[src/rtl/soft_max_pkg.sv]
// Shared definitions for the softmax max/sum accumulation controller:
// FSM state encoding and default datapath widths.
package soft_max_pkg;

  localparam int DEF_DATA_WIDTH = 16;
  localparam int DEF_CNT_WIDTH  = 8;

  typedef enum logic [1:0] {
    S_IDLE  = 2'd0,
    S_ACCUM = 2'd1,
    S_DRAIN = 2'd2,
    S_DONE  = 2'd3
  } state_e;

endpackage

[src/rtl/soft_max_acc_ctrl_if.sv]
// Bundle of control, score-stream, external-PE and result signals of the
// accumulation controller; slave is the controller, master its environment.
interface soft_max_acc_ctrl_if #(
  parameter int DATA_WIDTH = soft_max_pkg::DEF_DATA_WIDTH,
  parameter int CNT_WIDTH  = soft_max_pkg::DEF_CNT_WIDTH
);
  logic                         start;
  logic [CNT_WIDTH-1:0]         num_elem;
  logic                         in_valid;
  logic signed [DATA_WIDTH-1:0] in_data;
  logic                         in_ready;
  logic signed [DATA_WIDTH-1:0] pe_in1;
  logic signed [DATA_WIDTH-1:0] pe_in2;
  logic                         pe_set_reg;
  logic signed [DATA_WIDTH-1:0] pe_psum_out;
  logic signed [DATA_WIDTH-1:0] sum_out;
  logic signed [DATA_WIDTH-1:0] max_out;
  logic                         result_valid;
  logic                         busy;
  logic                         zero_len;

  modport slave (
    input  start, num_elem, in_valid, in_data, pe_psum_out,
    output in_ready, pe_in1, pe_in2, pe_set_reg,
           sum_out, max_out, result_valid, busy, zero_len
  );

  modport master (
    output start, num_elem, in_valid, in_data, pe_psum_out,
    input  in_ready, pe_in1, pe_in2, pe_set_reg,
           sum_out, max_out, result_valid, busy, zero_len
  );
endinterface

[src/rtl/sm_max_track.sv]
// Running-maximum register: cleared when a reduction starts, loaded by the
// first accepted score, then replaced by any strictly larger signed score.
module sm_max_track
  import soft_max_pkg::*;
#(
  parameter int DATA_WIDTH = DEF_DATA_WIDTH
) (
  input  logic                         clk,
  input  logic                         rst_n,
  input  logic                         clear,
  input  logic                         update,
  input  logic                         first,
  input  logic signed [DATA_WIDTH-1:0] data,
  output logic signed [DATA_WIDTH-1:0] max_val
);

  logic signed [DATA_WIDTH-1:0] max_q, max_d;

  // NOTE: max_d gets its hold value before any branch, so no path leaves it
  // unassigned and no latch is inferred.
  always_comb begin
    max_d = max_q;
    if (clear) begin
      max_d = '0;
    end else if (update && (first || data > max_q)) begin
      max_d = data;
    end
  end

  // NOTE: state flops use non-blocking assignments so every flop samples
  // values from before the edge, independent of process ordering.
  always_ff @(posedge clk or posedge rst_n) begin
    if (rst_n) max_q <= '0;
    else       max_q <= max_d;
  end

  assign max_val = max_q;

endmodule

[src/rtl/soft_max_acc_ctrl.sv]
// Sequences one max/sum reduction over a score stream, driving an external
// registered adder PE and tracking the running maximum in sm_max_track.
module soft_max_acc_ctrl
  import soft_max_pkg::*;
#(
  parameter int DATA_WIDTH = DEF_DATA_WIDTH,
  parameter int CNT_WIDTH  = DEF_CNT_WIDTH
) (
  input  logic               clk,
  input  logic               rst_n,  // active-high despite the legacy name
  soft_max_acc_ctrl_if.slave bus
);

  state_e                       state_q, state_d;
  logic [CNT_WIDTH-1:0]         cnt_q, cnt_d;
  logic [CNT_WIDTH-1:0]         num_q, num_d;
  logic signed [DATA_WIDTH-1:0] sum_q, sum_d;
  logic signed [DATA_WIDTH-1:0] max_out_q, max_out_d;
  logic                         rv_q, rv_d;
  logic                         zl_q, zl_d;
  logic signed [DATA_WIDTH-1:0] run_max;

  logic start_ok, accept, first_beat, last_beat, zero_run;

  assign start_ok   = (state_q == S_IDLE || state_q == S_DONE) && bus.start;
  assign accept     = (state_q == S_ACCUM) && bus.in_valid;
  assign first_beat = (cnt_q == '0);
  assign last_beat  = ((cnt_q + CNT_WIDTH'(1)) == num_q);
  assign zero_run   = (num_q == '0);

  always_comb begin
    state_d   = state_q;
    cnt_d     = cnt_q;
    num_d     = num_q;
    sum_d     = sum_q;
    max_out_d = max_out_q;
    rv_d      = rv_q;
    zl_d      = zl_q;
    case (state_q)
      S_IDLE, S_DONE: begin
        if (start_ok) begin
          num_d   = bus.num_elem;
          cnt_d   = '0;
          rv_d    = 1'b0;
          zl_d    = 1'b0;
          state_d = (bus.num_elem == '0) ? S_DRAIN : S_ACCUM;
        end
      end
      S_ACCUM: begin
        if (accept) begin
          cnt_d = cnt_q + CNT_WIDTH'(1);
          if (last_beat) state_d = S_DRAIN;
        end
      end
      S_DRAIN: begin
        // The PE register holds the complete sum by now (one cycle after the last beat).
        sum_d     = zero_run ? '0 : bus.pe_psum_out;
        max_out_d = zero_run ? '0 : run_max;
        zl_d      = zero_run;
        rv_d      = 1'b1;
        state_d   = S_DONE;
      end
      default: state_d = S_IDLE;
    endcase
  end

  always_ff @(posedge clk or posedge rst_n) begin
    if (rst_n) begin
      state_q   <= S_IDLE;
      cnt_q     <= '0;
      num_q     <= '0;
      sum_q     <= '0;
      max_out_q <= '0;
      rv_q      <= 1'b0;
      zl_q      <= 1'b0;
    end else begin
      state_q   <= state_d;
      cnt_q     <= cnt_d;
      num_q     <= num_d;
      sum_q     <= sum_d;
      max_out_q <= max_out_d;
      rv_q      <= rv_d;
      zl_q      <= zl_d;
    end
  end

  sm_max_track #(.DATA_WIDTH(DATA_WIDTH)) u_max_track (
    .clk     (clk),
    .rst_n   (rst_n),
    .clear   (start_ok),
    .update  (accept),
    .first   (first_beat),
    .data    (bus.in_data),
    .max_val (run_max)
  );

  // The first beat seeds the PE with zero so a stale sum never leaks in.
  assign bus.in_ready     = (state_q == S_ACCUM);
  assign bus.pe_set_reg   = accept;
  assign bus.pe_in1       = accept ? bus.in_data : '0;
  assign bus.pe_in2       = (accept && !first_beat) ? bus.pe_psum_out : '0;
  assign bus.busy         = (state_q == S_ACCUM) || (state_q == S_DRAIN);
  assign bus.sum_out      = sum_q;
  assign bus.max_out      = max_out_q;
  assign bus.result_valid = rv_q;
  assign bus.zero_len     = zl_q;

endmodule

[src/flat_wrapper.sv]
// flat-port wrapper written by rule: the top's interface ports become plain ports
module soft_max_acc_ctrl_flat import soft_max_pkg::*;
#(
  parameter int DATA_WIDTH = DEF_DATA_WIDTH,
  parameter int CNT_WIDTH  = DEF_CNT_WIDTH
)
  (clk, rst_n, bus_start, bus_num_elem, bus_in_valid, bus_in_data, bus_pe_psum_out, bus_in_ready, bus_pe_in1, bus_pe_in2, bus_pe_set_reg, bus_sum_out, bus_max_out, bus_result_valid, bus_busy, bus_zero_len);
  soft_max_acc_ctrl_if #(.DATA_WIDTH(DATA_WIDTH), .CNT_WIDTH(CNT_WIDTH)) bus_i ();
  input  logic clk;
  input  logic rst_n;
  input wire logic [$bits(bus_i.start)-1:0] bus_start;
  input wire logic [$bits(bus_i.num_elem)-1:0] bus_num_elem;
  input wire logic [$bits(bus_i.in_valid)-1:0] bus_in_valid;
  input wire logic [$bits(bus_i.in_data)-1:0] bus_in_data;
  input wire logic [$bits(bus_i.pe_psum_out)-1:0] bus_pe_psum_out;
  output wire logic [$bits(bus_i.in_ready)-1:0] bus_in_ready;
  output wire logic [$bits(bus_i.pe_in1)-1:0] bus_pe_in1;
  output wire logic [$bits(bus_i.pe_in2)-1:0] bus_pe_in2;
  output wire logic [$bits(bus_i.pe_set_reg)-1:0] bus_pe_set_reg;
  output wire logic [$bits(bus_i.sum_out)-1:0] bus_sum_out;
  output wire logic [$bits(bus_i.max_out)-1:0] bus_max_out;
  output wire logic [$bits(bus_i.result_valid)-1:0] bus_result_valid;
  output wire logic [$bits(bus_i.busy)-1:0] bus_busy;
  output wire logic [$bits(bus_i.zero_len)-1:0] bus_zero_len;
  assign bus_i.start = bus_start;
  assign bus_i.num_elem = bus_num_elem;
  assign bus_i.in_valid = bus_in_valid;
  assign bus_i.in_data = bus_in_data;
  assign bus_i.pe_psum_out = bus_pe_psum_out;
  assign bus_in_ready = bus_i.in_ready;
  assign bus_pe_in1 = bus_i.pe_in1;
  assign bus_pe_in2 = bus_i.pe_in2;
  assign bus_pe_set_reg = bus_i.pe_set_reg;
  assign bus_sum_out = bus_i.sum_out;
  assign bus_max_out = bus_i.max_out;
  assign bus_result_valid = bus_i.result_valid;
  assign bus_busy = bus_i.busy;
  assign bus_zero_len = bus_i.zero_len;
  soft_max_acc_ctrl #(.DATA_WIDTH(DATA_WIDTH), .CNT_WIDTH(CNT_WIDTH)) u_core (.clk(clk), .rst_n(rst_n), .bus(bus_i));
endmodule
[config.mk]
export PLATFORM = sky130hd
export DESIGN_NAME = soft_max_acc_ctrl_flat
export DESIGN_NICKNAME = d
export VERILOG_FILES = /design/src/rtl/soft_max_pkg.sv /design/src/rtl/soft_max_acc_ctrl_if.sv /design/src/rtl/sm_max_track.sv /design/src/rtl/soft_max_acc_ctrl.sv /design/src/flat_wrapper.sv
export SDC_FILE = /design/constraint.sdc
export NUM_CORES = 1
export LEC_CHECK = 0
export ABC_AREA = 1
export BUFFER_PORTS_ARGS = -buffer_cell sky130_fd_sc_hd__buf_2
export CAP_MARGIN = 10
export CELL_PAD_IN_SITES_DETAIL_PLACEMENT = 0
export CELL_PAD_IN_SITES_GLOBAL_PLACEMENT = 2
export CORE_ASPECT_RATIO = 0.5
export CORE_MARGIN = 8
export CORE_UTILIZATION = 28
export CTS_CLUSTER_DIAMETER = 120
export DETAILED_ROUTE_END_ITERATION = 10
export PLACE_DENSITY_LB_ADDON = 0.1
export SKIP_LAST_GASP = 1
export SYNTH_ARGS = -nofsm -noshare
export SYNTH_HDL_FRONTEND = slang
export SYNTH_SLANG_ARGS = --single-unit
[constraint.sdc]
create_clock -name clk -period 2.2 [get_ports clk]
set_input_delay 0.22 -clock clk [delete_from_list [all_inputs] [get_ports clk]]
set_output_delay 0.22 -clock clk [all_outputs]
set_load 0.005 [all_outputs]
Yosys cells after proc, flatten, opt, wreduce, memory -nomap -nowiden
Index checks and enable logic that the tools add are counted.
- flip-flop bits (word level): 68
- output and inout bits: 69
- bits of input ports: 44
- reduce and logical (&&, ||, !) cells: 20
- equal/unequal tests: 7
- add/sub/neg operators: 1
- magnitude comparators: 1
- mux-type cells: 17
- operator list (operator ; count):
    $mux 16 ; 6
    $logic_not 8->1 ; 3
    $gt 16x16->1 ; 1
    $mux 8 ; 2
    $pmux 8 s2 ; 1
    $add 8x1->8 const B ; 1
    $eq 8x8->1 ; 1
    $mux 2 ; 4
    $ne 2x1->1 const B ; 3
    $pmux 2 s3 ; 1
    $reduce_and 3->1 ; 2
    $reduce_bool 2->1 ; 3
    $eq 2x2->1 const B ; 2
    $logic_and 1x1->1 ; 4
    $pmux 1 s2 ; 2
    $reduce_and 2->1 ; 2
    $logic_or 1x1->1 ; 3
    $eq 2x1->1 const B ; 1
    $logic_not 2->1 ; 1
    $reduce_or 2->1 ; 1
    $logic_not 1->1 ; 1
    $mux 1 ; 1

Logic depth before layout (Yosys ltp)
- depth after elaboration: 5
- gate-level depth with buffers: 18

Hierarchy
Synthesis repeated with hierarchy kept, for this count alone.
- cells, all modules: 521
- area total of the unflattened synthesis: 3955.0 um2
- by module, submodules not included (module ; cells each ; area each (um2) ; instances):
    soft_max_acc_ctrl ; 371 ; 2780.2 ; 1
    sm_max_track ; 150 ; 1174.9 ; 1

Least setup slack after synthesis
Ideal clock, no wire load.
- kind: register to register
- start point: register u_core.u_max_track.max_q[11] (netlist: u_core.u_max_track.max_val[11])
- end point: register u_core.u_max_track.max_q[0] (netlist: u_core.u_max_track.max_val[0])
- buffers on the path: 1
- clock period less this slack: 1740 ps
- cell stages (with the launch flop): 17
- setup time: 118 ps
- slack: 460 ps
- arrival time: 1622 ps
- data required time: 2082 ps
- cell sequence: dfrtp_1 > inv_1 > ha_1 > nand2_1 > inv_1 > nand2_1 > nand2_1 > nand2_1 > nand2_1 > nor2_1 > a21oi_1 > nand2_1 > nand2_2 > nand2_4 > buf_6 > nand3_1 > nand2_1
- cells in the longest elaborated chain, start to end: 4
- ends and longest elaborated chain (what ; RTL line ; text):
    start, declared ; sm_max_track.sv:17 ; logic signed [DATA_WIDTH-1:0] max_q, max_d;
    start signal, assigned ; sm_max_track.sv:34 ; else max_q <= max_d;
    $gt 16x16->1 ; sm_max_track.sv:25 ; end else if (update && (first || data > max_q)) begin
    $logic_or 1x1->1 ; sm_max_track.sv:25 ;
    $logic_and 1x1->1 ; sm_max_track.sv:25 ;
    $reduce_bool 2->1 (no source line) ; - ;
No other way between the ends.
A chain may end at the register's enable or synchronous reset.

Worst setup path in the final report
- start point: register u_core.state_q[1]
- end point: output port bus_pe_in1[0]
- cells in the longest elaborated chain, start to end: 3
- ends and longest elaborated chain (what ; RTL line ; text):
    start, declared ; soft_max_acc_ctrl.sv:14 ; state_e state_q, state_d;
    start signal, assigned ; soft_max_acc_ctrl.sv:77 ; state_q <= state_d;
    $eq 2x1->1 ; soft_max_acc_ctrl.sv:26 ; assign accept = (state_q == S_ACCUM) && bus.in_valid;
    $logic_and 1x1->1 ; soft_max_acc_ctrl.sv:26 ;
    $mux 16 ; soft_max_acc_ctrl.sv:100 ; assign bus.pe_in1 = accept ? bus.in_data : '0;
    end, declared ; flat_wrapper.sv:17 ; output wire logic [$bits(bus_i.pe_in1)-1:0] bus_pe_in1;
No other way between the ends.

==> results.json <==
{
  "clk_path_buf_depth": 2,
  "fin_crit_sh_pct": 92.9,
  "via_per_inst": 4.30,
  "setup_viol": 0,
  "syn-num-nets": 579,
  "synth_top_area_share_pct": 44.4,
  "synth-async-reset-ratio_pct": 100,
  "crit_required_ns": 1.98,
  "drc": 0,
  "p_sw_uw": 2670,
  "maxSlewHeadroom_pct": 62.7,
  "synth_largest_area_cell": "dfrtp_1",
  "hp-class": "in2reg",
  "p_int_uw": 3910,
  "grt_pass1_vias": 3548,
  "overflow": 0,
  "synthFlopType": "dfrtp_1",
  "path_cells": "inv_1 -> ha_1 -> nand2_1 -> buf_4 -> nor2_1 -> buf_2",
  "cpMaxStageDelayCell": "dfrtp_1",
  "ys_seq_area_share_pct": 44.4,
  "rows": 30,
  "p_seq_share_pct": 33.1,
  "layout_setup_ws_ns": 0.157,
  "die_y_um": 98.7,
  "yosysWarnings": 0,
  "die_x_um": 181,
  "wl_per_cell_um": 14.2,
  "status": "finished, final reports clean",
  "min_period_ns": 2.04,
  "grt_max_degree": 41,
  "portBuffers": 112,
  "nets": 699,
  "totalPowerFinal_uw": 6580,
  "clkPwrFrac_pct": 24.2,
  "critPathMaxStageDelay_ns": 0.40,
  "dpl.hpwl_mm": 8.95,
  "ys_ff_latch": 68,
  "core_region_area_um2": 13400,
  "fmax_mhz": 489,
  "synth_edf_count": 0,
  "leakage_uw": 0.00282,
  "holdWs_ns": 0.137,
  "first_pass_iters": 5,
  "critPathBufInv": 3,
  "clkTransAtPathRegs_ns": 0.06,
  "dieArea_um2": 17900,
  "p_sw_share_pct": 40.6,
  "cts_buffers": 9,
  "path_class": "reg2out",
  "ant_nets": 0,
  "fin_util_pct": 37.3,
  "critPathArrivalTime_ns": 1.82,
  "antenna_found_initial": 0,
  "ioPinCount": 113,
  "area_growth_pct": 31.0,
  "clkLatencyLatePin_ns": 0.33,
  "drive_gt1_share_pct": 24.2,
  "drt_iter0_markers": 170,
  "startpoint_type": "register",
  "synth.area.top_cells": "dfrtp_1, inv_1, nand3_1",
  "rsz0062_at_grt": "false",
  "syn_inst": 515,
  "yosysMostFrequentCell": "inv_1",
  "worst_slew_pin_slew_ns": 0.558,
  "synthTopCellsByCount": "inv_1, nand2_1, nand3_1",
  "place_congestion": 0.748,
  "num_antenna_cells": 0,
  "wl_mm": 11.6,
  "start_util_pct": 28.5,
  "numClockSinks": 68,
  "peakVddDrop_uv": 441,
  "drv_cap": 0,
  "fin_setup_tns_ns": 0,
  "grt_pass1_wl_mm": 19.1,
  "tritoncts": "yes",
  "num_vias": 3505,
  "crit_fanout": 16,
  "power_density_nw_per_um2": 1310,
  "h-tree-depth": 3,
  "syn_area_per_cell_um2": 7.44,
  "grtUsageTotal_pct": 13.4,
  "crit_family": "buffers and inverters",
  "hold_violations": 0,
  "worst_setup_path_end_kind": "primary output",
  "combinationalPowerShare_pct": 42.7,
  "drv_slew": 0,
  "fin_skew_ns": 0.00954,
  "ys_types": 25,
  "root_buffer": "clkbuf_16",
  "synth_area_um2": 3830,
  "dp_slack_ns": 0.219
}
[worst reg2reg max path: stages, from the launching register on]
cell     delay [ns]
dfrtp_1        0.36
inv_1          0.05
ha_1           0.31
nand4_1        0.15
nor2_1         0.18
nand3_1        0.09
nor2_1         0.14
a21oi_1        0.06
nand2_1        0.10
nand2_4        0.10
buf_4          0.19
nand3_1        0.09
nand2_1        0.05
[metrics by stage]
step / std cells / area, um2
after global placement: 798 / 4660
after CTS: 815 / 5000
after detailed placement: 798 / 4660
final: 816 / 5020
after global routing: 816 / 5020
after floorplan: 515 / 3830
[per-layer routing]
layer	wire [um]	GRT usage (%)
met5	0	0
met4	84	3.07
met3	470	3.89
met2	5240	21.4
met1	5760	17.6
[power groups by stage]
| stage | clock network (uW) | registers, uW | logic, uW |
|---|---|---|---|
| finish | 1590 | 2180 | 2810 |
| global route | 1690 | 2270 | 3280 |
| CTS | 1630 | 2190 | 2840 |
| detailed placement | 0 | 2210 | 2810 |
| global placement | 0 | 2210 | 2800 |
| floorplan | 0 | 2150 | 1710 |
[cell usage in the layout, fill, tap and decap left out, types with 6 or more instances in the layout]
cell type  count
inv_1        120
a21oi_1        7
buf_4         13
o22ai_1        6
o21ai_0       45
dfrtp_1       68
nand3_1       79
nor2_1        42
clkbuf_16      9
nand4_1        6
ha_1          19
buf_2        112
nand2_1       83
[path summary, 6_finish.rpt]
| check | cells after the start | end | slack (ns) | startpoint |
|---|---|---|---|---|
| min in group asynchronous | 3 | u_core.bus.sum_out[0] | 0.49 | rst_n |
| max in group asynchronous | 4 | u_core.bus.max_out[15] | 1.17 | rst_n |
| worst min register to register | 2 | u_core.bus.result_valid | 0.48 | u_core.bus.result_valid |
| worst min-delay path | 3 | u_core.bus.sum_out[11] | 0.14 | bus_pe_psum_out[11] |
| worst max-delay path | 6 | bus_pe_in1[0] | 0.16 | u_core.state_q[1] |
| worst max register to register | 12 | u_core.u_max_track.max_val[1] | 0.24 | u_core.u_max_track.max_val[15] |
[cell families (layout without fill, tap and decap cells)]
family	count (synthesis)	count (layout)	share of synthesized area, %
AO/OA/AOI/OAI	60	60	8.17
adder cells (fa/ha/maj)	20	20	6.53
AND/OR/NAND/NOR	223	223	25.9
buffers and inverters	140	265	14.0
flip-flops	68	68	44.4
XOR/XNOR	4	4	0.915
[cell type report]
cell class                      instances  area, um2
Clock buffer                            9        225
Clock inverter                          7        100
Fill cell                            1486       8420
Inverter                              121        454
Multi-Input combinational cell        307       1610
Sequential cell                        68       1700
Tap cell                              176        220
Timing Repair Buffer                  128        708
[flip-flops by register name, indices dropped and copies added, names as in the netlist]
signal,flops
u_core.bus.max_out,16
u_core.bus.result_valid,1
u_core.bus.sum_out,16
u_core.bus.zero_len,1
u_core.cnt_q,8
u_core.num_q,8
u_core.state_q,2
u_core.u_max_track.max_val,16
[what timing repair did]
| action | 4_1_cts | 5_1_grt |
|---|---|---|
| hold endpoints to repair | 21 | 0 |
| resized for setup | 0 | 2 |
| hold buffers | 1 | 0 |
| setup endpoints to repair | 0 | 14 |
| setup buffers | 0 | 1 |
No activity file was read; power rests on OpenSTA's default activity.
